**config.mk**
```make
export PLATFORM = sky130hd
export DESIGN_NAME = player_input_control_flat
export DESIGN_NICKNAME = d
export VERILOG_FILES = /design/src/rtl/player_input_control_pkg.sv /design/src/rtl/player_input_control_if.sv /design/src/rtl/player_input_control_key_sync.sv /design/src/rtl/player_input_control.sv /design/src/flat_wrapper.sv
export SDC_FILE = /design/constraint.sdc
export NUM_CORES = 1
export LEC_CHECK = 0
export BUFFER_PORTS_ARGS = -buffer_cell sky130_fd_sc_hd__buf_2
export CAP_MARGIN = 20
export CORE_ASPECT_RATIO = 2
export CORE_MARGIN = 2
export CORE_UTILIZATION = 55
export CTS_CLUSTER_SIZE = 14
export DETAILED_ROUTE_END_ITERATION = 8
export GPL_ROUTABILITY_DRIVEN = 0
export PLACE_DENSITY_LB_ADDON = 0.3
export SLEW_MARGIN = 20
export SYNTH_ARGS = -nofsm -noshare
export SYNTH_HDL_FRONTEND = slang
export SYNTH_SLANG_ARGS = --single-unit
```
**constraint.sdc**
```tcl
create_clock -name clock -period 2.3 [get_ports clock]
set_clock_uncertainty 0.15 [all_clocks]
set_input_delay 0.46 -clock clock [delete_from_list [all_inputs] [get_ports clock]]
set_output_delay 0.46 -clock clock [all_outputs]
set_load 0.02 [all_outputs]
```
**src/rtl/player_input_control_pkg.sv**
```systemverilog
// rtl/player_input_control_pkg.sv - shared types, tile ids and FSM encoding for player input control
package player_input_control_pkg;

  typedef logic [1:0] tile_t;

  localparam tile_t TILE_TL = 2'd0;
  localparam tile_t TILE_TR = 2'd1;
  localparam tile_t TILE_BL = 2'd2;
  localparam tile_t TILE_BR = 2'd3;

  localparam logic [4:0] DIFF_EASY = 5'd3;
  localparam logic [4:0] DIFF_MED  = 5'd6;
  localparam logic [4:0] DIFF_HARD = 5'd9;

  typedef enum logic [3:0] {
    S_IDLE,
    S_WAIT_KEY,
    S_LATCH,
    S_CHECK,
    S_LOAD_FLASH,
    S_DRAW_FLASH,
    S_HOLD,
    S_LOAD_RESTORE,
    S_DRAW_RESTORE,
    S_WAIT_RELEASE,
    S_NEXT,
    S_WIN,
    S_LOSE
  } state_t;

  // One-hot press vector to tile id; callers guarantee exactly one bit is set.
  function automatic tile_t key_to_tile(input logic [3:0] onehot);
    tile_t t;
    t = TILE_TL;
    if (onehot[1]) t = TILE_TR;
    if (onehot[2]) t = TILE_BL;
    if (onehot[3]) t = TILE_BR;
    return t;
  endfunction

endpackage

```
**src/rtl/player_input_control_if.sv**
```systemverilog
// rtl/player_input_control_if.sv - sequence-store read port and tile-draw datapath controls
interface player_input_control_if;
  import player_input_control_pkg::*;

  logic [4:0] seq_index;
  tile_t      seq_tile;
  tile_t      tile_num;
  logic       ld_tile;
  logic       ld_flash;
  logic       ld_previous;
  logic       writeEnable;
  logic       counterEnable;

  modport master (
    output seq_index, tile_num, ld_tile, ld_flash, ld_previous, writeEnable, counterEnable,
    input  seq_tile
  );

  modport slave (
    input  seq_index, tile_num, ld_tile, ld_flash, ld_previous, writeEnable, counterEnable,
    output seq_tile
  );
endinterface

```
**src/rtl/player_input_control_key_sync.sv**
```systemverilog
// rtl/player_input_control_key_sync.sv - key synchronizer with single-key press edge detect
module player_input_control_key_sync (
  input  logic       clock,
  input  logic       resetn,
  input  logic [3:0] key_n,
  output logic [3:0] keys_s,
  output logic [3:0] press_edge
);

  logic [3:0] meta_q, meta_d;
  logic [3:0] sync_q, sync_d;
  logic [3:0] prev_q, prev_d;

  // Two-flop synchronizer chain plus one previous-sample stage for edge detection.
  always_comb begin
    meta_d = key_n;
    sync_d = meta_q;
    prev_d = sync_q;
  end

  // Released keys read high, so everything resets to 1 to avoid phantom presses.
  always_ff @(posedge clock) begin
    if (!resetn) begin
      meta_q <= 4'hF;
      sync_q <= 4'hF;
      prev_q <= 4'hF;
    end else begin
      meta_q <= meta_d;
      sync_q <= sync_d;
      prev_q <= prev_d;
    end
  end

  // A press counts only when exactly one key is low and that key was high last cycle.
  always_comb begin
    press_edge = 4'b0000;
    case (sync_q)
      4'b1110, 4'b1101, 4'b1011, 4'b0111: press_edge = ~sync_q & prev_q;
      default:                            press_edge = 4'b0000;
    endcase
  end

  assign keys_s = sync_q;

endmodule

```
**src/rtl/player_input_control.sv**
```systemverilog
// rtl/player_input_control.sv - reads player key presses, checks them against the sequence, flashes tiles
module player_input_control
  import player_input_control_pkg::*;
#(
  parameter int TILE_PIXELS    = 64,
  parameter int HOLD_CYCLES    = 12500000,
  parameter int TIMEOUT_CYCLES = 250000000
) (
  input  logic                          clock,
  input  logic                          resetn,
  input  logic                          start,
  input  logic [4:0]                    difficulty,
  input  logic [3:0]                    key_n,
  player_input_control_if.master        bus,
  output logic                          busy,
  output logic                          round_win,
  output logic                          round_lose
);

  localparam logic [6:0]  PIX_LAST  = 7'(TILE_PIXELS - 1);
  localparam logic [27:0] HOLD_LAST = 28'(HOLD_CYCLES - 1);
  localparam logic [27:0] TOUT_LAST = 28'(TIMEOUT_CYCLES - 1);

  logic [3:0] keys_s;
  logic [3:0] press_edge;

  player_input_control_key_sync u_key_sync (
    .clock      (clock),
    .resetn     (resetn),
    .key_n      (key_n),
    .keys_s     (keys_s),
    .press_edge (press_edge)
  );

  state_t      state_q, state_d;
  logic [4:0]  seq_index_q, seq_index_d;
  logic [4:0]  diff_q, diff_d;
  tile_t       pressed_q, pressed_d;
  logic [6:0]  pix_q, pix_d;
  logic [27:0] hold_q, hold_d;
  logic [27:0] tout_q, tout_d;

  tile_t tile_num;
  logic  ld_tile, ld_flash, ld_previous, write_en, counter_en, win, lose;

  // State and counter registers; reset abandons any tile draw in progress.
  always_ff @(posedge clock) begin
    if (!resetn) begin
      state_q     <= S_IDLE;
      seq_index_q <= 5'd0;
      diff_q      <= 5'd0;
      pressed_q   <= TILE_TL;
      pix_q       <= 7'd0;
      hold_q      <= 28'd0;
      tout_q      <= 28'd0;
    end else begin
      state_q     <= state_d;
      seq_index_q <= seq_index_d;
      diff_q      <= diff_d;
      pressed_q   <= pressed_d;
      pix_q       <= pix_d;
      hold_q      <= hold_d;
      tout_q      <= tout_d;
    end
  end

  // Next-state, counter updates and Moore outputs for one round of player input.
  always_comb begin
    state_d     = state_q;
    seq_index_d = seq_index_q;
    diff_d      = diff_q;
    pressed_d   = pressed_q;
    pix_d       = pix_q;
    hold_d      = hold_q;
    tout_d      = tout_q;
    tile_num    = TILE_TL;
    ld_tile     = 1'b0;
    ld_flash    = 1'b0;
    ld_previous = 1'b0;
    write_en    = 1'b0;
    counter_en  = 1'b0;
    win         = 1'b0;
    lose        = 1'b0;

    case (state_q)
      S_IDLE: begin
        if (start) begin
          seq_index_d = 5'd0;
          diff_d      = difficulty;
          tout_d      = 28'd0;
          state_d     = (difficulty == 5'd0) ? S_WIN : S_WAIT_KEY;
        end
      end
      S_WAIT_KEY: begin
        // The press edge lasts one cycle, so the tile is captured here on the way to LATCH.
        if (|press_edge) begin
          pressed_d = key_to_tile(press_edge);
          state_d   = S_LATCH;
        end else if (tout_q == TOUT_LAST) begin
          state_d = S_LOSE;
        end else begin
          tout_d = tout_q + 28'd1;
        end
      end
      S_LATCH: state_d = S_CHECK;
      S_CHECK: state_d = (pressed_q != bus.seq_tile) ? S_LOSE : S_LOAD_FLASH;
      S_LOAD_FLASH: begin
        ld_tile  = 1'b1;
        ld_flash = 1'b1;
        tile_num = pressed_q;
        pix_d    = 7'd0;
        state_d  = S_DRAW_FLASH;
      end
      S_DRAW_FLASH: begin
        write_en   = 1'b1;
        counter_en = 1'b1;
        tile_num   = pressed_q;
        if (pix_q == PIX_LAST) begin
          hold_d  = 28'd0;
          state_d = S_HOLD;
        end else begin
          pix_d = pix_q + 7'd1;
        end
      end
      S_HOLD: begin
        tile_num = pressed_q;
        if (hold_q == HOLD_LAST) state_d = S_LOAD_RESTORE;
        else                     hold_d  = hold_q + 28'd1;
      end
      S_LOAD_RESTORE: begin
        ld_previous = 1'b1;
        tile_num    = pressed_q;
        pix_d       = 7'd0;
        state_d     = S_DRAW_RESTORE;
      end
      S_DRAW_RESTORE: begin
        write_en   = 1'b1;
        counter_en = 1'b1;
        tile_num   = pressed_q;
        if (pix_q == PIX_LAST) state_d = S_WAIT_RELEASE;
        else                   pix_d   = pix_q + 7'd1;
      end
      S_WAIT_RELEASE: begin
        if (keys_s == 4'hF) state_d = S_NEXT;
      end
      S_NEXT: begin
        if (seq_index_q == diff_q - 5'd1) begin
          state_d = S_WIN;
        end else begin
          seq_index_d = seq_index_q + 5'd1;
          tout_d      = 28'd0;
          state_d     = S_WAIT_KEY;
        end
      end
      S_WIN: begin
        win     = 1'b1;
        state_d = S_IDLE;
      end
      S_LOSE: begin
        lose    = 1'b1;
        state_d = S_IDLE;
      end
      default: state_d = S_IDLE;
    endcase
  end

  assign bus.seq_index     = seq_index_q;
  assign bus.tile_num      = tile_num;
  assign bus.ld_tile       = ld_tile;
  assign bus.ld_flash      = ld_flash;
  assign bus.ld_previous   = ld_previous;
  assign bus.writeEnable   = write_en;
  assign bus.counterEnable = counter_en;
  assign busy              = (state_q != S_IDLE);
  assign round_win         = win;
  assign round_lose        = lose;

endmodule

```
**src/flat_wrapper.sv**
```systemverilog
// flat-port wrapper written by rule: the top's interface ports become plain ports
module player_input_control_flat import player_input_control_pkg::*;
#(
  parameter int TILE_PIXELS    = 64,
  parameter int HOLD_CYCLES    = 12500000,
  parameter int TIMEOUT_CYCLES = 250000000
)
  (clock, resetn, start, difficulty, key_n, busy, round_win, round_lose, bus_seq_index, bus_tile_num, bus_ld_tile, bus_ld_flash, bus_ld_previous, bus_writeEnable, bus_counterEnable, bus_seq_tile);
  player_input_control_if bus_i ();
  input  logic clock;
  input  logic resetn;
  input  logic start;
  input  logic [4:0] difficulty;
  input  logic [3:0] key_n;
  output logic busy;
  output logic round_win;
  output logic round_lose;
  output wire logic [$bits(bus_i.seq_index)-1:0] bus_seq_index;
  output wire logic [$bits(bus_i.tile_num)-1:0] bus_tile_num;
  output wire logic [$bits(bus_i.ld_tile)-1:0] bus_ld_tile;
  output wire logic [$bits(bus_i.ld_flash)-1:0] bus_ld_flash;
  output wire logic [$bits(bus_i.ld_previous)-1:0] bus_ld_previous;
  output wire logic [$bits(bus_i.writeEnable)-1:0] bus_writeEnable;
  output wire logic [$bits(bus_i.counterEnable)-1:0] bus_counterEnable;
  input wire logic [$bits(bus_i.seq_tile)-1:0] bus_seq_tile;
  assign bus_seq_index = bus_i.seq_index;
  assign bus_tile_num = bus_i.tile_num;
  assign bus_ld_tile = bus_i.ld_tile;
  assign bus_ld_flash = bus_i.ld_flash;
  assign bus_ld_previous = bus_i.ld_previous;
  assign bus_writeEnable = bus_i.writeEnable;
  assign bus_counterEnable = bus_i.counterEnable;
  assign bus_i.seq_tile = bus_seq_tile;
  player_input_control #(.TILE_PIXELS(TILE_PIXELS), .HOLD_CYCLES(HOLD_CYCLES), .TIMEOUT_CYCLES(TIMEOUT_CYCLES)) u_core (.clock(clock), .resetn(resetn), .start(start), .difficulty(difficulty), .key_n(key_n), .bus(bus_i), .busy(busy), .round_win(round_win), .round_lose(round_lose));
endmodule
```
==> results_dict.tcl, run 1 <==
set metrics [dict create \
    synthesized_instance_count 550 \
    worst_hold_path.num_cells 2 \
    drive_above_1_share_pct 29.5 \
    worstSkewPairLatency_ns 0.35 \
    top_layer "met4" \
    final.period_utilization_pct 106 \
    dieWidth_um 68.7 \
    r2r_cells 9 \
    rows 47 \
    maxClockFrequency_mhz 410 \
    vias_in_the_first_global_route 4408 \
    dieHeight_um 133 \
    globalRoute.totalOverflow 0 \
    design.portCount 29 \
    final_hold_viol_count 0 \
    synth-async-reset-ratio_pct 0 \
    hpwl_um 8210 \
    clk_transition_reported_paths_ns 0.07 \
    power.density_cell_area_nw_per_um2 884 \
    antenna_found_initial 0 \
    worst_slew_margin_rel_pct 70.8 \
    startpoint_type "register" \
    cp_capture_type "register" \
    critPathArrivalTime_ns 2.53 \
    rsz0062_at_grt "yes" \
    number_of_buffers_added_on_ports 28 \
    met2_wirelength_um 6900 \
    crit_type "register to register" \
    yosys.cell_types.count 60 \
    areaGrowthSynthToFinish_pct 32.1 \
    coreArea_um2 8170 \
    grt_use_total_pct 27.7 \
    run_status "finished, violations left" \
    grt_first_pass_wirelength_um 19500 \
    final_nets 671 \
    cts_tree "built" \
    pre_cts_slack_ns -0.186 \
    ys_warn_count 0 \
    met3_length_um 485 \
    timing.final.max_slew_violations 0 \
    critPathRequiredTime_ns 2.39 \
    synth-seq-area-share_pct 39.6 \
    grt_start_max_net_pins 27 \
    final.setup.worst_slack_ns -0.141 \
    synth.cell_area_um2 4600 \
    max_capacitance_violation_count 0 \
    total_die_area_um2 9150 \
    antenna_cells 0 \
    htree_depth 3 \
    drt_drc_violations_left 0 \
    total_leakage_power_nw 2.31 \
    post-layout-total-power_mw 5.37 \
    drt-met1-wl_um 4470 \
    ctsRootBufferMaster "clkbuf_16" \
    fillerInstances 559 \
    synth-edff-count 0 \
    final_period_minus_worst_setup_slack_ns 2.44 \
    yosys_most_used_dff "dfxtp_1" \
    worst_pin_slew_ns 0.432 \
    utilization_pct 74.3 \
    post_drt_wl_per_cell_um 16.4 \
    non_filler_instance_count_after_layout 755 \
    cp_max_fo 6 \
    router_iterations_before_antenna_repair 5 \
    postCtsHoldBufs 0 \
    total_setup_violations_reported_at_the_end_of_the_flow 29 \
    clock_sink_count 91 \
    worst_hold_path_type "primary input to register" \
    syn_avg_cell_area_um2 8.36 \
    violations "setup timing" \
    routed_vias 4385 \
    numPlacedInstances 720 \
    power.ir.vdd_worst_mv 0.488 \
    final.hold.worst_slack_ns 0.140 \
    numCtsBuffers 9 \
    first_iter_violations 277 \
    routed_wirelength_um 12400 \
    cts.path.max_buffers 2 \
    floorplan.initialDensity_pct 56.3 \
    via_per_inst 5.81 \
    post_synthesis_register_bit_count 91 \
    final_antenna_net_count 0 \
    synthesis.nets 569 \
]
-- layout by cell type, fill, tap and decap left out, types with 4 or more instances in the layout --
cell / netlist / final
and4_1: 4 / 4
clkbuf_16: 0 / 9
nand2_2: 2 / 4
o21ai_0: 17 / 15
buf_2: 3 / 26
dfxtp_1: 91 / 84
ha_1: 5 / 4
xnor2_1: 21 / 16
nand3_2: 3 / 7
or3_1: 12 / 11
and3_1: 7 / 5
xnor2_2: 0 / 5
dfxtp_2: 0 / 6
inv_1: 8 / 6
nor2b_1: 16 / 14
nand2_1: 51 / 49
nand4_1: 19 / 19
mux2i_1: 5 / 5
nor4_4: 2 / 4
nand2b_1: 17 / 17
nor3_1: 16 / 12
nor2_1: 73 / 71
a21oi_1: 19 / 17
xor2_1: 35 / 35
buf_4: 2 / 69
and2_1: 8 / 8
buf_6: 2 / 14
nand3b_1: 9 / 9
nand3_1: 29 / 24
-- kinds of logic (layout without fill, tap and decap cells) --
logic type	count (synthesis)	in the layout	share of synthesized area, %
muxes	5	5	1.09
AOI/OAI and AO/OA	68	69	9.55
xor gates and xnor gates	56	56	10.7
adders and majority gates	5	5	1.36
and+or+nand+nor	294	294	34.6
DFF	91	91	39.6
buffers and inverters	31	137	3.10
-- path summary, 6_finish.rpt --
path	from	end	slack (ns)
hold reg to reg	u_core.u_key_sync.meta_q[0]$_SDFF_PN1_	u_core.u_key_sync.keys_s[0]$_SDFF_PN1_	0.26
hold / removal	key_n[3]	u_core.u_key_sync.meta_q[3]$_SDFF_PN1_	0.14
setup reg to reg	u_core.tout_q[20]$_SDFFE_PN0P_	u_core.tout_q[12]$_SDFFE_PN0P_	-0.14
setup / recovery	u_core.tout_q[20]$_SDFFE_PN0P_	u_core.tout_q[12]$_SDFFE_PN0P_	-0.14
-- flip-flops by register name (all words and copies together), names as in the netlist --
register,count
u_core.u_key_sync.keys_s,4
u_core.pix_q,7
u_core.u_key_sync.meta_q,4
u_core.pressed_q,2
u_core.hold_q,28
u_core.tout_q,28
u_core.bus.seq_index,5
u_core.diff_q,5
u_core.state_q,4
u_core.u_key_sync.prev_q,4
-- area by class of cell --
class / count / area [µm²] / share of cell area, %
multi-input cells: 429 / 2890 / 47.6
flip-flops and latches: 91 / 1830 / 30.2
repair buffers: 113 / 877 / 14.4
clock buffers: 9 / 225 / 3.71
well taps: 98 / 123 / 2.02
clock inverters: 7 / 92.6 / 1.52
inverters: 8 / 30.0 / 0.495
-- what timing repair did --
action | 4_1_cts | 5_1_grt
pin swaps | 35 | 25
cloned | 1 | 1
buffers inserted | 14 | 4
endpoints found under the setup margin | 32 | 51
gates resized for setup | 49 | 26
-- metrics by stage --
step	area [µm²]	setup TNS (ns)
2_1_floorplan	4610	-0.775
3_3_place_gp	5290	-2.05
3_5_place_dp	5290	-2.84
4_1_cts	5930	-0.975
5_1_grt	6070	-5.23
6_report	6070	-2.20
-- report_power, final --
| group | leakage [nW] | internal [mW] | switching, mW |
|---|---|---|---|
| clock network | 0.155 | 0.871 | 0.683 |
| logic | 1.42 | 0.959 | 1.13 |
| registers | 0.739 | 1.66 | 0.0656 |
| total | 2.31 | 3.49 | 1.88 |
-- critical path: stages (launching register included) --
cell and delay [ns]:
dfxtp_2 0.32, or4b_1 0.50, or4_4 0.44, nor3_4 0.18, buf_6 0.13, o21ai_4 0.11, nand4_1 0.18, buf_4 0.14
xor2_1 0.12, nor2_1 0.06
-- cells in the mapped netlist, types with 3 or more instances --
cell type / count / area [µm²]
nor2_1: 73 / 274
xor2_1: 35 / 307
a22oi_1: 4 / 30.0
a21boi_0: 5 / 37.5
and3_1: 7 / 43.8
or4_1: 3 / 22.5
nand2_1: 51 / 191
ha_1: 5 / 62.6
nor4_1: 7 / 43.8
a21oi_1: 19 / 95.1
nor3_1: 16 / 80.1
nand3b_1: 9 / 67.6
clkbuf_1: 16 / 60.1
xnor2_1: 21 / 184
nand3_1: 29 / 145
o21ai_0: 17 / 85.1
and2_1: 8 / 50.1
a21boi_1: 3 / 22.5
or3_1: 12 / 75.1
inv_1: 8 / 30.0
nor4bb_1: 3 / 30.0
nand2b_1: 17 / 106
dfxtp_1: 91 / 1820
mux2i_1: 5 / 50.1
and4_1: 4 / 35.0
nand3_2: 3 / 30.0
buf_2: 3 / 15.0
or2_2: 3 / 18.8
nand4_1: 19 / 119
nor2b_1: 16 / 100
-- per-layer routing --
metal	GRT usage [%]	vias up
li1	-	2123
met1	27.9	2087
met2	51.2	133
met3	3.46	42
met4	15.2	0
met5	0	-
Note: power is estimated with default switching activity, not from simulation.
==> run 2: changes to the inputs <==
- PLACE_DENSITY: unset -> 0.75
- PLACE_DENSITY_LB_ADDON: 0.3 -> unset
==> results_dict.tcl, run 2 (synthesis results as in run 1) <==
set metrics [dict create \
    post_drt_wl_per_cell_um 16.0 \
    hpwl_um 8180 \
    grt_first_pass_wirelength_um 19200 \
    numPlacedInstances 728 \
    worstSkewPairLatency_ns 0.35 \
    cp_max_fo 4 \
    final.setup.worst_slack_ns -0.185 \
    startpoint_type "register" \
    antenna_cells 0 \
    ctsRootBufferMaster "clkbuf_16" \
    grt_start_max_net_pins 27 \
    final_antenna_net_count 0 \
    timing.critical_path.from "u_core.state_q[0]$_SDFFE_PN0P_" \
    worst_pin_slew_ns 0.472 \
    timing.final.max_slew_violations 0 \
    areaGrowthSynthToFinish_pct 31.9 \
    postCtsHoldBufs 0 \
    layout_common_cells "84 x dfxtp_1, 76 x buf_4, 70 x nor2_1" \
    final_nets 674 \
    via_per_inst 5.83 \
    maxClockFrequency_mhz 402 \
    holdCritStartpoint "key_n[1]" \
    total_die_area_um2 9150 \
    cts_tree "built" \
    violations "setup timing" \
    drt-met1-wl_um 4430 \
    design.portCount 29 \
    met3_length_um 424 \
    final_hold_viol_count 0 \
    final_common_cell "dfxtp_1" \
    non_filler_instance_count_after_layout 758 \
    run_status "finished, violations left" \
    regs_by_ff_count "u_core.hold_q (28), u_core.tout_q (28), u_core.pix_q (7)" \
    first_iter_violations 309 \
    vias_in_the_first_global_route 4484 \
    crit_type "register to register" \
    clock_sink_count 91 \
    worst_slew_margin_rel_pct 68.5 \
    met2_wirelength_um 6770 \
    pre_cts_slack_ns -0.213 \
    routed_vias 4419 \
    floorplan.initialDensity_pct 56.3 \
    htree_depth 3 \
    top_layer "met4" \
    antenna_found_initial 0 \
    drive_above_1_share_pct 29.7 \
    worst_hold_path_type "primary input to register" \
    drt_drc_violations_left 0 \
    final.period_utilization_pct 108 \
    globalRoute.totalOverflow 0 \
    clk_transition_reported_paths_ns 0.08 \
    dieHeight_um 133 \
    total_leakage_power_nw 2.30 \
    power.ir.vdd_worst_mv 0.563 \
    final_period_minus_worst_setup_slack_ns 2.48 \
    max_capacitance_violation_count 0 \
    cts.path.max_buffers 2 \
    critPathArrivalTime_ns 2.63 \
    numCtsBuffers 9 \
    dieWidth_um 68.7 \
    rows 47 \
    number_of_buffers_added_on_ports 28 \
    final.hold.worst_slack_ns 0.138 \
    cp_capture_type "register" \
    critPathRequiredTime_ns 2.45 \
    reg2reg_from "u_core.state_q[0]$_SDFFE_PN0P_" \
    router_iterations_before_antenna_repair 5 \
    total_setup_violations_reported_at_the_end_of_the_flow 32 \
    power.density_cell_area_nw_per_um2 860 \
    routed_wirelength_um 12100 \
    grt_use_total_pct 27.3 \
    rsz0062_at_grt "yes" \
    coreArea_um2 8170 \
]
run 2: critical path, stage by stage, from the launching register on:
cell and delay, ns:
dfxtp_2 0.33, buf_4 0.14, or2_2 0.30, a22oi_1 0.40, or3_1 0.35, o21ai_4 0.11
or4_1 0.55, nand2_1 0.09
run 2: area by class of cell:
class	instances	area (µm²)
clock buffer	9	225
clock inverter	7	65.1
fill	557	2110
inverter	8	30.0
multi-input combinational	429	2920
sequential	91	1830
tap	98	123
timing repair buffer	116	871
run 2: path summary, 6_finish.rpt:
path,end,slack (ns),cells past startpoint
max,u_core.tout_q[23]$_SDFFE_PN0P_,-0.18,7
min,u_core.u_key_sync.meta_q[1]$_SDFF_PN1_,0.14,2
max reg2reg,u_core.tout_q[23]$_SDFFE_PN0P_,-0.18,7
min reg2reg,u_core.u_key_sync.keys_s[2]$_SDFF_PN1_,0.26,1
run 2: timing repair:
action                                  in CTS  in global routing
buffers inserted                            11                  2
resized for setup                           52                 22
gates cloned                                 1                  0
pin swaps                                   38                  9
endpoints found under the setup margin      39                 54
run 2: power by group:
group	total [mW]	internal [mW]	leakage, nW	switching (mW)
Clock	1.44	0.759	0.140	0.680
Combinational	2.06	0.946	1.42	1.11
Sequential	1.72	1.66	0.740	0.0655
Total	5.22	3.36	2.30	1.86
run 2: routing by layer:
metal  vias to the layer above  global-route usage [%]
met3                        44                    5.66
met1                      2115                    26.7
li1                       2129                       -
met4                         0                    17.4
met2                       131                    48.8
met5                         -                       0
run 2: per-stage QoR:
stage	util (%)	instance area (µm²)	power (mW)	TNS [ns]
4_1_cts	72.7	5940	5.09	-1.61
2_1_floorplan	-	4610	2.77	-0.775
6_report	74.2	6070	5.22	-2.61
5_1_grt	74.2	6070	5.44	-5.80
3_3_place_gp	65.3	5330	3.28	-2.01
3_5_place_dp	65.3	5330	3.31	-3.25
